`src/rtl/uart_rx.sv`:
```
`timescale 1ns/1ps
`default_nettype none
// ============================================================================
//  Module   : uart_rx
//  Purpose  : 8N1 console UART receiver, oversampled by rx_baud_clk ticks.
//             Synchronizes rxd, validates the start bit at mid-bit, samples
//             data LSB-first, checks the stop bit and holds the byte for the
//             bus side behind a ready/read handshake.
//  Revision : 1.0  initial release
// ============================================================================
module uart_rx #(
  parameter int OVERSAMPLE = 16,
  parameter int DATA_BITS  = 8
) (
  input  logic                 clk,
  input  logic                 reset,
  input  logic                 rx_baud_clk,
  input  logic                 rxd,
  input  logic                 rd,
  output logic [DATA_BITS-1:0] rx_data,
  output logic                 rx_ready,
  output logic                 rx_overrun,
  output logic                 rx_frame_err
);

  localparam int c_cnt_w = $clog2(OVERSAMPLE);
  localparam int c_idx_w = (DATA_BITS > 1) ? $clog2(DATA_BITS) : 1;

  localparam logic [c_cnt_w-1:0] c_cnt_one  = c_cnt_w'(1);
  localparam logic [c_cnt_w-1:0] c_cnt_mid  = c_cnt_w'(OVERSAMPLE / 2 - 1);
  localparam logic [c_cnt_w-1:0] c_cnt_last = c_cnt_w'(OVERSAMPLE - 1);
  localparam logic [c_idx_w-1:0] c_idx_one  = c_idx_w'(1);
  localparam logic [c_idx_w-1:0] c_idx_last = c_idx_w'(DATA_BITS - 1);

  typedef enum logic [2:0] {
    ST_IDLE   = 3'd0,
    ST_START  = 3'd1,
    ST_DATA   = 3'd2,
    ST_STOP   = 3'd3,
    ST_WAITHI = 3'd4
  } state_t;

  logic                 rxd_meta_q;
  logic                 rxd_s_q;
  logic                 baud_q;
  logic                 baud_prev_q;
  logic                 w_tick;

  state_t               state_q,   state_d;
  logic [c_cnt_w-1:0]   cnt_q,     cnt_d;
  logic [c_idx_w-1:0]   bit_idx_q, bit_idx_d;
  logic [DATA_BITS-1:0] shift_q,   shift_d;
  logic [DATA_BITS-1:0] data_q,    data_d;
  logic                 ready_q,   ready_d;
  logic                 overrun_q, overrun_d;
  logic                 ferr_q,    ferr_d;

  // Rising edge of the registered baud clock marks one oversample tick.
  assign w_tick = baud_q & ~baud_prev_q;

  // Input synchronizer, baud edge detector and all receiver state.
  always_ff @(posedge clk) begin
    if (reset) begin
      rxd_meta_q  <= 1'b1;
      rxd_s_q     <= 1'b1;
      baud_q      <= 1'b0;
      baud_prev_q <= 1'b0;
      state_q     <= ST_IDLE;
      cnt_q       <= '0;
      bit_idx_q   <= '0;
      shift_q     <= '0;
      data_q      <= '0;
      ready_q     <= 1'b0;
      overrun_q   <= 1'b0;
      ferr_q      <= 1'b0;
    end else begin
      rxd_meta_q  <= rxd;
      rxd_s_q     <= rxd_meta_q;
      baud_q      <= rx_baud_clk;
      baud_prev_q <= baud_q;
      state_q     <= state_d;
      cnt_q       <= cnt_d;
      bit_idx_q   <= bit_idx_d;
      shift_q     <= shift_d;
      data_q      <= data_d;
      ready_q     <= ready_d;
      overrun_q   <= overrun_d;
      ferr_q      <= ferr_d;
    end
  end

  // Frame FSM: advances only on ticks; a read clears the flags unless a byte
  // completes in the same cycle, in which case the completion wins.
  always_comb begin
    state_d   = state_q;
    cnt_d     = cnt_q;
    bit_idx_d = bit_idx_q;
    shift_d   = shift_q;
    data_d    = data_q;
    ready_d   = ready_q;
    overrun_d = overrun_q;
    ferr_d    = ferr_q;

    if (rd) begin
      ready_d   = 1'b0;
      overrun_d = 1'b0;
    end

    if (w_tick) begin
      case (state_q)
        ST_IDLE: begin
          if (!rxd_s_q) begin
            state_d = ST_START;
            cnt_d   = '0;
          end
        end
        ST_START: begin
          cnt_d = cnt_q + c_cnt_one;
          if (cnt_q == c_cnt_mid) begin
            cnt_d     = '0;
            bit_idx_d = '0;
            // A start bit that is high again at mid-bit was only a glitch.
            state_d   = rxd_s_q ? ST_IDLE : ST_DATA;
          end
        end
        ST_DATA: begin
          cnt_d = cnt_q + c_cnt_one;
          if (cnt_q == c_cnt_last) begin
            cnt_d   = '0;
            shift_d = {rxd_s_q, shift_q[DATA_BITS-1:1]};
            if (bit_idx_q == c_idx_last) begin
              state_d = ST_STOP;
            end else begin
              bit_idx_d = bit_idx_q + c_idx_one;
            end
          end
        end
        ST_STOP: begin
          cnt_d = cnt_q + c_cnt_one;
          if (cnt_q == c_cnt_last) begin
            cnt_d = '0;
            if (rxd_s_q) begin
              data_d  = shift_q;
              ready_d = 1'b1;
              ferr_d  = 1'b0;
              if (ready_q && !rd) begin
                overrun_d = 1'b1;
              end
              state_d = ST_IDLE;
            end else begin
              // Hold off in WAITHI so a break does not look like new frames.
              ferr_d  = 1'b1;
              state_d = ST_WAITHI;
            end
          end
        end
        ST_WAITHI: begin
          if (rxd_s_q) begin
            state_d = ST_IDLE;
          end
        end
        default: begin
          state_d = ST_IDLE;
        end
      endcase
    end
  end

  assign rx_data      = data_q;
  assign rx_ready     = ready_q;
  assign rx_overrun   = overrun_q;
  assign rx_frame_err = ferr_q;

endmodule
`default_nettype wire

```
`config.mk`:
```
export PLATFORM = sky130hd
export DESIGN_NAME = uart_rx
export DESIGN_NICKNAME = d
export VERILOG_FILES = /design/src/rtl/uart_rx.sv
export SDC_FILE = /design/constraint.sdc
export NUM_CORES = 1
export LEC_CHECK = 0
export CORE_ASPECT_RATIO = 1.2
export CORE_MARGIN = 1
export CORE_UTILIZATION = 61
export CTS_BUF_LIST = sky130_fd_sc_hd__clkbuf_4
export DETAILED_ROUTE_END_ITERATION = 8
export PLACE_DENSITY = 0.89
export REMOVE_ABC_BUFFERS = 1
export SYNTH_ARGS = -nofsm -noshare
export SYNTH_HDL_FRONTEND = slang
export SYNTH_SLANG_ARGS = --single-unit
```
`constraint.sdc`:
```
create_clock -name clk -period 3.26 [get_ports clk]
set_input_delay 0.326 -clock clk [delete_from_list [all_inputs] [get_ports clk]]
set_output_delay 0.326 -clock clk [all_outputs]
set_load 0.005 [all_outputs]
```
==> flow_summary.json <==
{
  "pre_cts_slack_ps": 1259,
  "fin_hold_ws_ps": 421.0,
  "synth_area_leader_cell": "dfxtp_1",
  "area_growth_pct": 17.29,
  "core_um2": 2140,
  "n_antenna_cell": 0,
  "htree_levels": 2,
  "cts.repair.resized": 0,
  "synth_top_cells_by_area": "dfxtp_1 46%, mux2i_1 13%, nor2_1 5.7%",
  "p_int_uw": 584.8,
  "drive_gt1_frac": 0.1018,
  "dp_hpwl_um": 1933,
  "peakVddDrop_uv": 389.5,
  "p_leak_uw": 0.0006862,
  "worst_pin_slew_ps": 675.9,
  "finalNonFillerCells": 197,
  "powerDensity_nw_per_um2": 435.2,
  "io_pins": 16,
  "setup_slack_ps": 1251,
  "io_buffers": 15,
  "crit_path_end_kind": "flip-flop",
  "vias": 1137,
  "grt.overflow.total": 0,
  "worstPathArrival_ps": 2270,
  "yosysMostFrequentCell": "dfxtp_1",
  "slew_headroom": 0.5480,
  "setup_viol": 0,
  "switchingPower_uw": 150.2,
  "cts-root-buf": "clkbuf_4",
  "cts_tree": "done",
  "avgSynthCellArea_um2": 9.665,
  "wl_um": 2767,
  "p_comb_frac": 0.033,
  "maxCapViolCount": 0,
  "yosysUniqueCellTypes": 41,
  "drv_slew": 0,
  "track_usage": 0.2573,
  "cp_cell_sequence": "ha_1 -> and4_1 -> or4_4 -> or4_1 -> a31oi_1",
  "wl_per_cell_um": 14.05,
  "cp_slowest_cell": "or4_4",
  "fin_nets": 174,
  "seq_area_frac_synth": 0.4587,
  "initial_core_util": 0.6731,
  "drt_iter0_markers": 32,
  "dp_cells": 189,
  "fin_crit_sh": 0.6161,
  "critical_path_class": "reg2reg",
  "antenna_found_initial": 0,
  "final.fill_count": 143,
  "fin_area_um2": 1689,
  "cts_made_buffers": 5,
  "cp.required_ps": 3520,
  "cp-start-kind": "flip-flop",
  "synth-edff-count": 0,
  "netSwitchingFraction": 0.2044,
  "die-area_um2": 2560,
  "async_flop_share": 0,
  "drc": 0,
  "power_frac_seq": 0.556,
  "synthCells": 149,
  "synth_common_cells": "33 x dfxtp_1, 22 x nor2_1, 19 x mux2i_1",
  "critical_path_buf_inv_count": 0,
  "placed_area_um2": 1610,
  "die_w_um": 46.36,
  "worstPathMaxFanout": 6,
  "clkSinkCount": 33,
  "clock_path_buffers": 2,
  "ys_ff_latch": 33,
  "cts_setup_buffers": 0,
  "dr.pass1.iters": 4,
  "cts_hold_buf": 0,
  "slowest_delay_ps": 490,
  "syn_area_um2": 1440,
  "clk_pin_slew_ps": 90,
  "tns_ps": 0,
  "grt_pass1_wl_um": 4754,
  "grt_pass1_vias": 1107,
  "avgViaCountPerCell": 5.772,
  "hold_viol": 0,
  "route.antenna.remaining_nets": 0,
  "crit_family": "simple AND/OR/NAND/NOR gates",
  "rows": 18,
  "hp-class": "reg2reg",
  "clkPwrFrac": 0.412,
  "fmaxAchievable_mhz": 497.9,
  "grt_setup_unrepaired": "no",
  "skew_ps": 5.218,
  "routabilityCongestion": 0.8661,
  "status": "complete, no violations",
  "synth_flop_cell": "dfxtp_1",
  "die_h_um": 55.23,
  "grt_max_degree": 21,
  "synth_top_area_frac": 0.4587,
  "post-route-min-period_ps": 2009,
  "clock_latency_ps": 340,
  "yosysWarnings": 0
}
==> cell usage in the layout, fill, tap and decap left out, drive strengths merged <==
cell type,netlist,final
clkbuf,4,6
mux2,2,2
nand2b,4,4
a21oi,3,3
clkdlybuf4s50,0,15
and4bb,1,1
nor3b,2,2
or4,3,3
dfxtp,33,33
or2,3,3
nor2b,6,6
nor4b,1,1
o21ai,5,5
or3b,5,5
xor2,1,1
nor2,23,23
or4b,1,1
o22ai,2,2
buf,3,2
nand4,1,1
bufinv,0,1
mux2i,19,19
and3b,2,2
ha,3,3
or2b,3,3
a21o,1,1
a31oi,1,1
a211oi,1,1
a22oi,1,1
nor3,2,2
nand3,1,1
and4,1,1
nand2,9,9
clkinv,0,1
and3,2,2
==> state kept, by name, indices dropped and copies added (netlist names) <==
signal / cells
cnt_q: 4
rx_data: 8
baud_q: 1
rxd_meta_q: 1
bit_idx_q: 3
state_q: 3
baud_prev_q: 1
rxd_s_q: 1
rx_overrun: 1
rx_frame_err: 1
shift_q: 8
rx_ready: 1
==> through the flow <==
stage	utilization	power, uW
3_3_place_gp	0.7526	440.4
6_report	0.7895	735.0
3_5_place_dp	0.7526	441.6
5_1_grt	0.7895	766.2
2_1_floorplan	-	427.0
4_1_cts	0.7895	742.6
==> area by class of cell <==
type | count | area, um^2 | area share
Tap cell | 30 | 37.54 | 0.02222
Timing Repair Buffer | 17 | 165.2 | 0.09778
Clock buffer | 6 | 45.04 | 0.02667
Clock inverter | 2 | 33.78 | 0.02000
Sequential cell | 33 | 660.6 | 0.3911
Multi-Input combinational cell | 109 | 747.0 | 0.4422
==> power groups by stage <==
stage,Clock [uW],Combinational (uW),Sequential [uW]
5_1_grt,331,26.3,409
3_3_place_gp,0,23.0,417
3_5_place_dp,0,24.0,418
6_report,303,24.1,408
4_1_cts,310,24.2,408
2_1_floorplan,0,10.3,417
==> layer usage <==
layer  GRT usage  up-vias  routed length, um
li1            -      552                  -
met1      0.2946      549               1102
met2      0.3988       30               1487
met3      0.1078        6                129
met4      0.1176        0                 48
met5           0        -                  0
==> cell families after synthesis <==
| kind of cell | share of synthesized area |
|---|---|
| XOR/XNOR | 0.006083 |
| adder cells (fa/ha/maj) | 0.02607 |
| buffers and inverters | 0.02259 |
| multiplexers | 0.1477 |
| AND/OR/NAND/NOR | 0.2824 |
| flip-flops | 0.4587 |
| AO/OA/AOI/OAI | 0.05647 |
==> final timing paths <==
check	slack, ps	depth (start not counted)	startpoint	to
setup reg to reg	1250	5	cnt_q[0]	cnt_q[3]
hold reg to reg	420	1	rxd_meta_q	rxd_s_q
hold / removal	420	1	rxd_meta_q	rxd_s_q
setup / recovery	1250	5	cnt_q[0]	cnt_q[3]
Note: power is estimated with default switching activity, not from simulation.
==> edit 1, RTL diff (config.mk and constraints unchanged) <==
Register the input `rxd` before use, without a reset. The logic sees it one clock later. The other inputs are not delayed to match.
--- a/src/rtl/uart_rx.sv
+++ b/src/rtl/uart_rx.sv
@@ -41,4 +41,10 @@
   } state_t;
 
+  logic rxd_q;
+
+  always_ff @(posedge clk) begin
+    rxd_q <= rxd;
+  end
+
   logic                 rxd_meta_q;
   logic                 rxd_s_q;
@@ -75,5 +81,5 @@
       ferr_q      <= 1'b0;
     end else begin
-      rxd_meta_q  <= rxd;
+      rxd_meta_q  <= rxd_q;
       rxd_s_q     <= rxd_meta_q;
       baud_q      <= rx_baud_clk;
Function: no difference found for any inputs over 10 cycles, from zero or initial values and one cycle with reset high; that may be too few to reach the edited logic, so the function may still have changed.
==> edit 1 against the unedited design <==
  * Sequential share of layout area up 1.2 points
  * Clock skew up 4.5 ps
  * Sequential cell count up 1
  * Highest routed layer unchanged
  * Area after synthesis up 2.2%
  * Total power about the same
  * Wire length up 4.6%
  * Worst setup slack worse by 170 ps
  * First-iteration DRC count up 19%
  * Final area about the same
==> edit 1: results (changes against the unedited design) <==
| Item | Reported | Change |
|---|---|---|
| Synth unique cells | 39 | -4.9% |
| Metal2 WL | 1500 um | +1.1% |
| Fraction of final layout cells sized beyond drive strength 1 | 5.88% | -4.3 points |
| Net Sw Power | 0.000151 W | +0.29% |
| Clock tree skew after final layout | 9.75 ps | +4.53 ps |
| Post-Place Worst Slack | 1120 ps | -143 ps |
| Routability cong. | 0.906 | +4.6% |
| Status | finished clean |  |
| Area share of xor/xnor cells in the synthesized design | 0.595% | -0.013 points |
| Mux contribution to synthesized area | 0.680% | -14 points |
| Arrival time of the worst setup path | 2440 ps | +170 ps |
| Via count of the first global-routing pass | 1213 | +9.6% |
| Wirelength per Cell | 13.3 um | -5.5% |
| Met1 Wirelength | 1240 um | +12% |
| Compound-Gate Fraction of Synth Area | 17.4% | +12 points |
| Ranking of synthesized cells by instance count | 36 x sky130_fd_sc_hd__nand2_1, 34 x sky130_fd_sc_hd__dfxtp_1, 25 x sky130_fd_sc_hd__a21oi_1 |  |
| Sequential fraction of design power | 57.3% | +1.7 points |
| Tightest Hold Check Type | input pin to flip-flop |  |
| Static leakage | 0.568 nW | -17% |
| Total global routing track utilization | 25.8% | +0.062 points |
| Sequential element share of the synthesized area | 46.3% | +0.39 points |
| Layout net count | 195 | +12% |
| DP HPWL | 2030 um | +5.1% |
| Headroom to the max-slew limit | 59.9% | +5.1 points |
| First-pass GRT wire length | 4840 um | +1.7% |
| Met3 WL post-DR | 115 um | -11% |
| Total number of vias | 1279 | +12% |
| DRT iter0 DRCs | 38 | +19% |
| Met2 track demand over resource | 43.3% | +3.4 points |
[edit 1: cell types whose count changed after synthesis, moves of 2 or more]
cell                        before  now
sky130_fd_sc_hd__nor2_1         22    6
sky130_fd_sc_hd__clkbuf_1        4   10
sky130_fd_sc_hd__nand4_1         1    3
sky130_fd_sc_hd__o41ai_1         0    4
sky130_fd_sc_hd__or3b_1          3    1
sky130_fd_sc_hd__a21oi_1         3   25
sky130_fd_sc_hd__o21ai_0         4    2
sky130_fd_sc_hd__buf_2           2    0
sky130_fd_sc_hd__nand3_1         1    3
sky130_fd_sc_hd__inv_1           0    2
sky130_fd_sc_hd__mux2i_1        19    1
sky130_fd_sc_hd__or2b_1          3    0
sky130_fd_sc_hd__o2111ai_1       0    3
sky130_fd_sc_hd__nand2_1         9   36
[edit 1: metrics by stage]
step / std cells / hold WS (ps) / instance area (um^2) / utilization, % / power (W)
final: 218 / 423 / 1690 / 74.1 / 0.000735
after floorplan: 164 / 354 / 1420 / - / 0.000442
after global routing: 218 / 425 / 1690 / 74.1 / 0.000761
after global placement: 211 / 392 / 1620 / 70.9 / 0.000455
after detailed placement: 211 / 403 / 1620 / 70.9 / 0.000456
after CTS: 218 / 418 / 1690 / 74.1 / 0.000742
[edit 1: area by class of cell]
type / instances / area, um^2
Multi-Input combinational cell: 128 / 734
Tap cell: 31 / 38.8
Inverter: 2 / 7.51
Timing Repair Buffer: 16 / 158
Fill cell: 171 / 592
Sequential cell: 34 / 681
Clock buffer: 5 / 37.5
Clock inverter: 2 / 33.8
[edit 1: path summary, 6_finish.rpt]
check	start	end	slack, ps
max reg2reg	cnt_q[0]	cnt_q[3]	1080
min	rxd	rxd_q	420
min reg2reg	rxd_meta_q	rxd_s_q	420
max	cnt_q[0]	cnt_q[3]	1080
==> edit 2, RTL diff (config.mk and constraints unchanged) <==
Made on the original files. The parameter `OVERSAMPLE` goes from 16 to 32.
--- a/src/rtl/uart_rx.sv
+++ b/src/rtl/uart_rx.sv
@@ -10,5 +10,5 @@
 // ============================================================================
 module uart_rx #(
-  parameter int OVERSAMPLE = 16,
+  parameter int OVERSAMPLE = 32,
   parameter int DATA_BITS  = 8
 ) (
Behaviour: same outputs for any inputs over 10 cycles, from zero or initial values and one cycle with reset high; that may be too few to reach the edited logic, so the function may still have changed.
==> edit 2 against the unedited design <==
  * Total power fell by 8.7%
  * Area after synthesis rose by 9.0%
  * Count of clock-buffer cells in the layout fell by 1
  * Sequential share of layout area fell by 0.99 points
  * Worst setup slack got worse by 260 ps
  * Wire length rose by 7.8%
  * Critical path type unchanged
  * Sequential cell count rose by 1
  * Final area rose by 5.7%
==> edit 2: results (changes against the unedited design) <==
| Item | Reported | Change |
|---|---|---|
| Maximum number of pins on one net before global-route repair | 22 | +4.8% |
| Worst slew pin tran | 641 ps | -34.5 ps |
| Static leakage | 0.770 nW | +12% |
| Fillers | 165 | +15% |
| Vias per cell | 5.76 | -0.13% |
| Synthesis warning total | 0 | unchanged |
| Count of TritonRoute iterations in the first routing pass | 4 | unchanged |
| Total global routing track utilization | 23.4% | -2.3 points |
| Status | finished clean |  |
| Layout net count | 192 | +10% |
| Via count of the first global-routing pass | 1138 | +2.8% |
| Routability cong. | 0.760 | -12% |
| Synth unique cells | 44 | +7.3% |
| DP HPWL | 2140 um | +11% |
| Tightest Hold Check Type | flip-flop to flip-flop |  |
| Max incr delay on CP | 550 ps | +60 ps |
| Critical-path cell with the highest stage delay | sky130_fd_sc_hd__nand4_1 |  |
| Wirelength per Cell | 14.1 um | +0.14% |
| Register-to-Register Setup Slack | 1000 ps | -260 ps |
| Worst-case vdd ir drop | 374 uV | -4.0% |
| Area of placed instances | 0.00173 mm^2 | +7.5% |
| Clock edge transition at the registers on the reported setup and hold paths | 110 ps | +20 ps |
| Fraction of final layout cells sized beyond drive strength 1 | 12.2% | +2.0 points |
| Cells taking the most area after synthesis | sky130_fd_sc_hd__dfxtp_1 43%, sky130_fd_sc_hd__mux2i_1 10%, sky130_fd_sc_hd__ha_1 5.6%, sky130_fd_sc_hd__nor2_1 5.0%, sky130_fd_sc_hd__a21oi_1 3.2% |  |
| DRT iter0 DRCs | 21 | -34% |
| Share of the cycle needed by the critical path after routing | 69.5% | +7.8 points |
| Clock tree skew after final layout | 9.09 ps | +3.87 ps |
| Arrival time of the worst setup path | 2500 ps | +230 ps |
edit 2: area by class of cell:
type | count | share of cell area (%)
tap | 31 | 2.17
timing repair buffer | 16 | 8.83
clock inverter | 3 | 0.911
sequential | 34 | 38.1
clock buffer | 5 | 2.10
multi-input combinational | 120 | 47.2
inverter | 3 | 0.631
edit 2: power by group:
group | switching, W | total, W | internal (W)
Sequential | 0.00000288 | 0.000421 | 0.000418
Clock | 0.000145 | 0.000225 | 0.0000800
Combinational | 0.0000141 | 0.0000255 | 0.0000114
edit 2: cell families (layout without fill, tap and decap cells):
kind of cell / after synthesis / in the layout / share of synthesized area, %
XOR/XNOR: 1 / 1 / 0.558
adder cells (fa/ha/maj): 7 / 7 / 5.58
buffers and inverters: 11 / 27 / 2.95
multiplexers: 16 / 16 / 10.2
AND/OR/NAND/NOR: 69 / 69 / 25.0
flip-flops: 34 / 34 / 43.3
AO/OA/AOI/OAI: 27 / 27 / 12.4
edit 2: path summary, 6_finish.rpt:
check / cells past startpoint / endpoint
worst max-delay path: 7 / rx_data[7]
worst min-delay path: 1 / rxd_s_q
worst max register to register: 7 / rx_data[7]
worst min register to register: 1 / rxd_s_q
edit 2: per-stage QoR:
step | util, % | instances
floorplan | - | 157
global placement | 73.6 | 204
detailed placement | 73.6 | 204
CTS | 75.9 | 212
global route | 75.9 | 212
finish | 75.9 | 212
edit 2: layer usage:
| layer | part of all wire (%) | wire length, um | up-vias | GRT usage (%) |
|---|---|---|---|---|
| li1 | - | - | 613 | - |
| met1 | 42 | 1260 | 578 | 26.0 |
| met2 | 52 | 1560 | 27 | 42.7 |
| met3 | 4.1 | 123 | 4 | 6.40 |
| met4 | 1.4 | 42 | 0 | 8.82 |
| met5 | 0 | 0 | - | 0 |
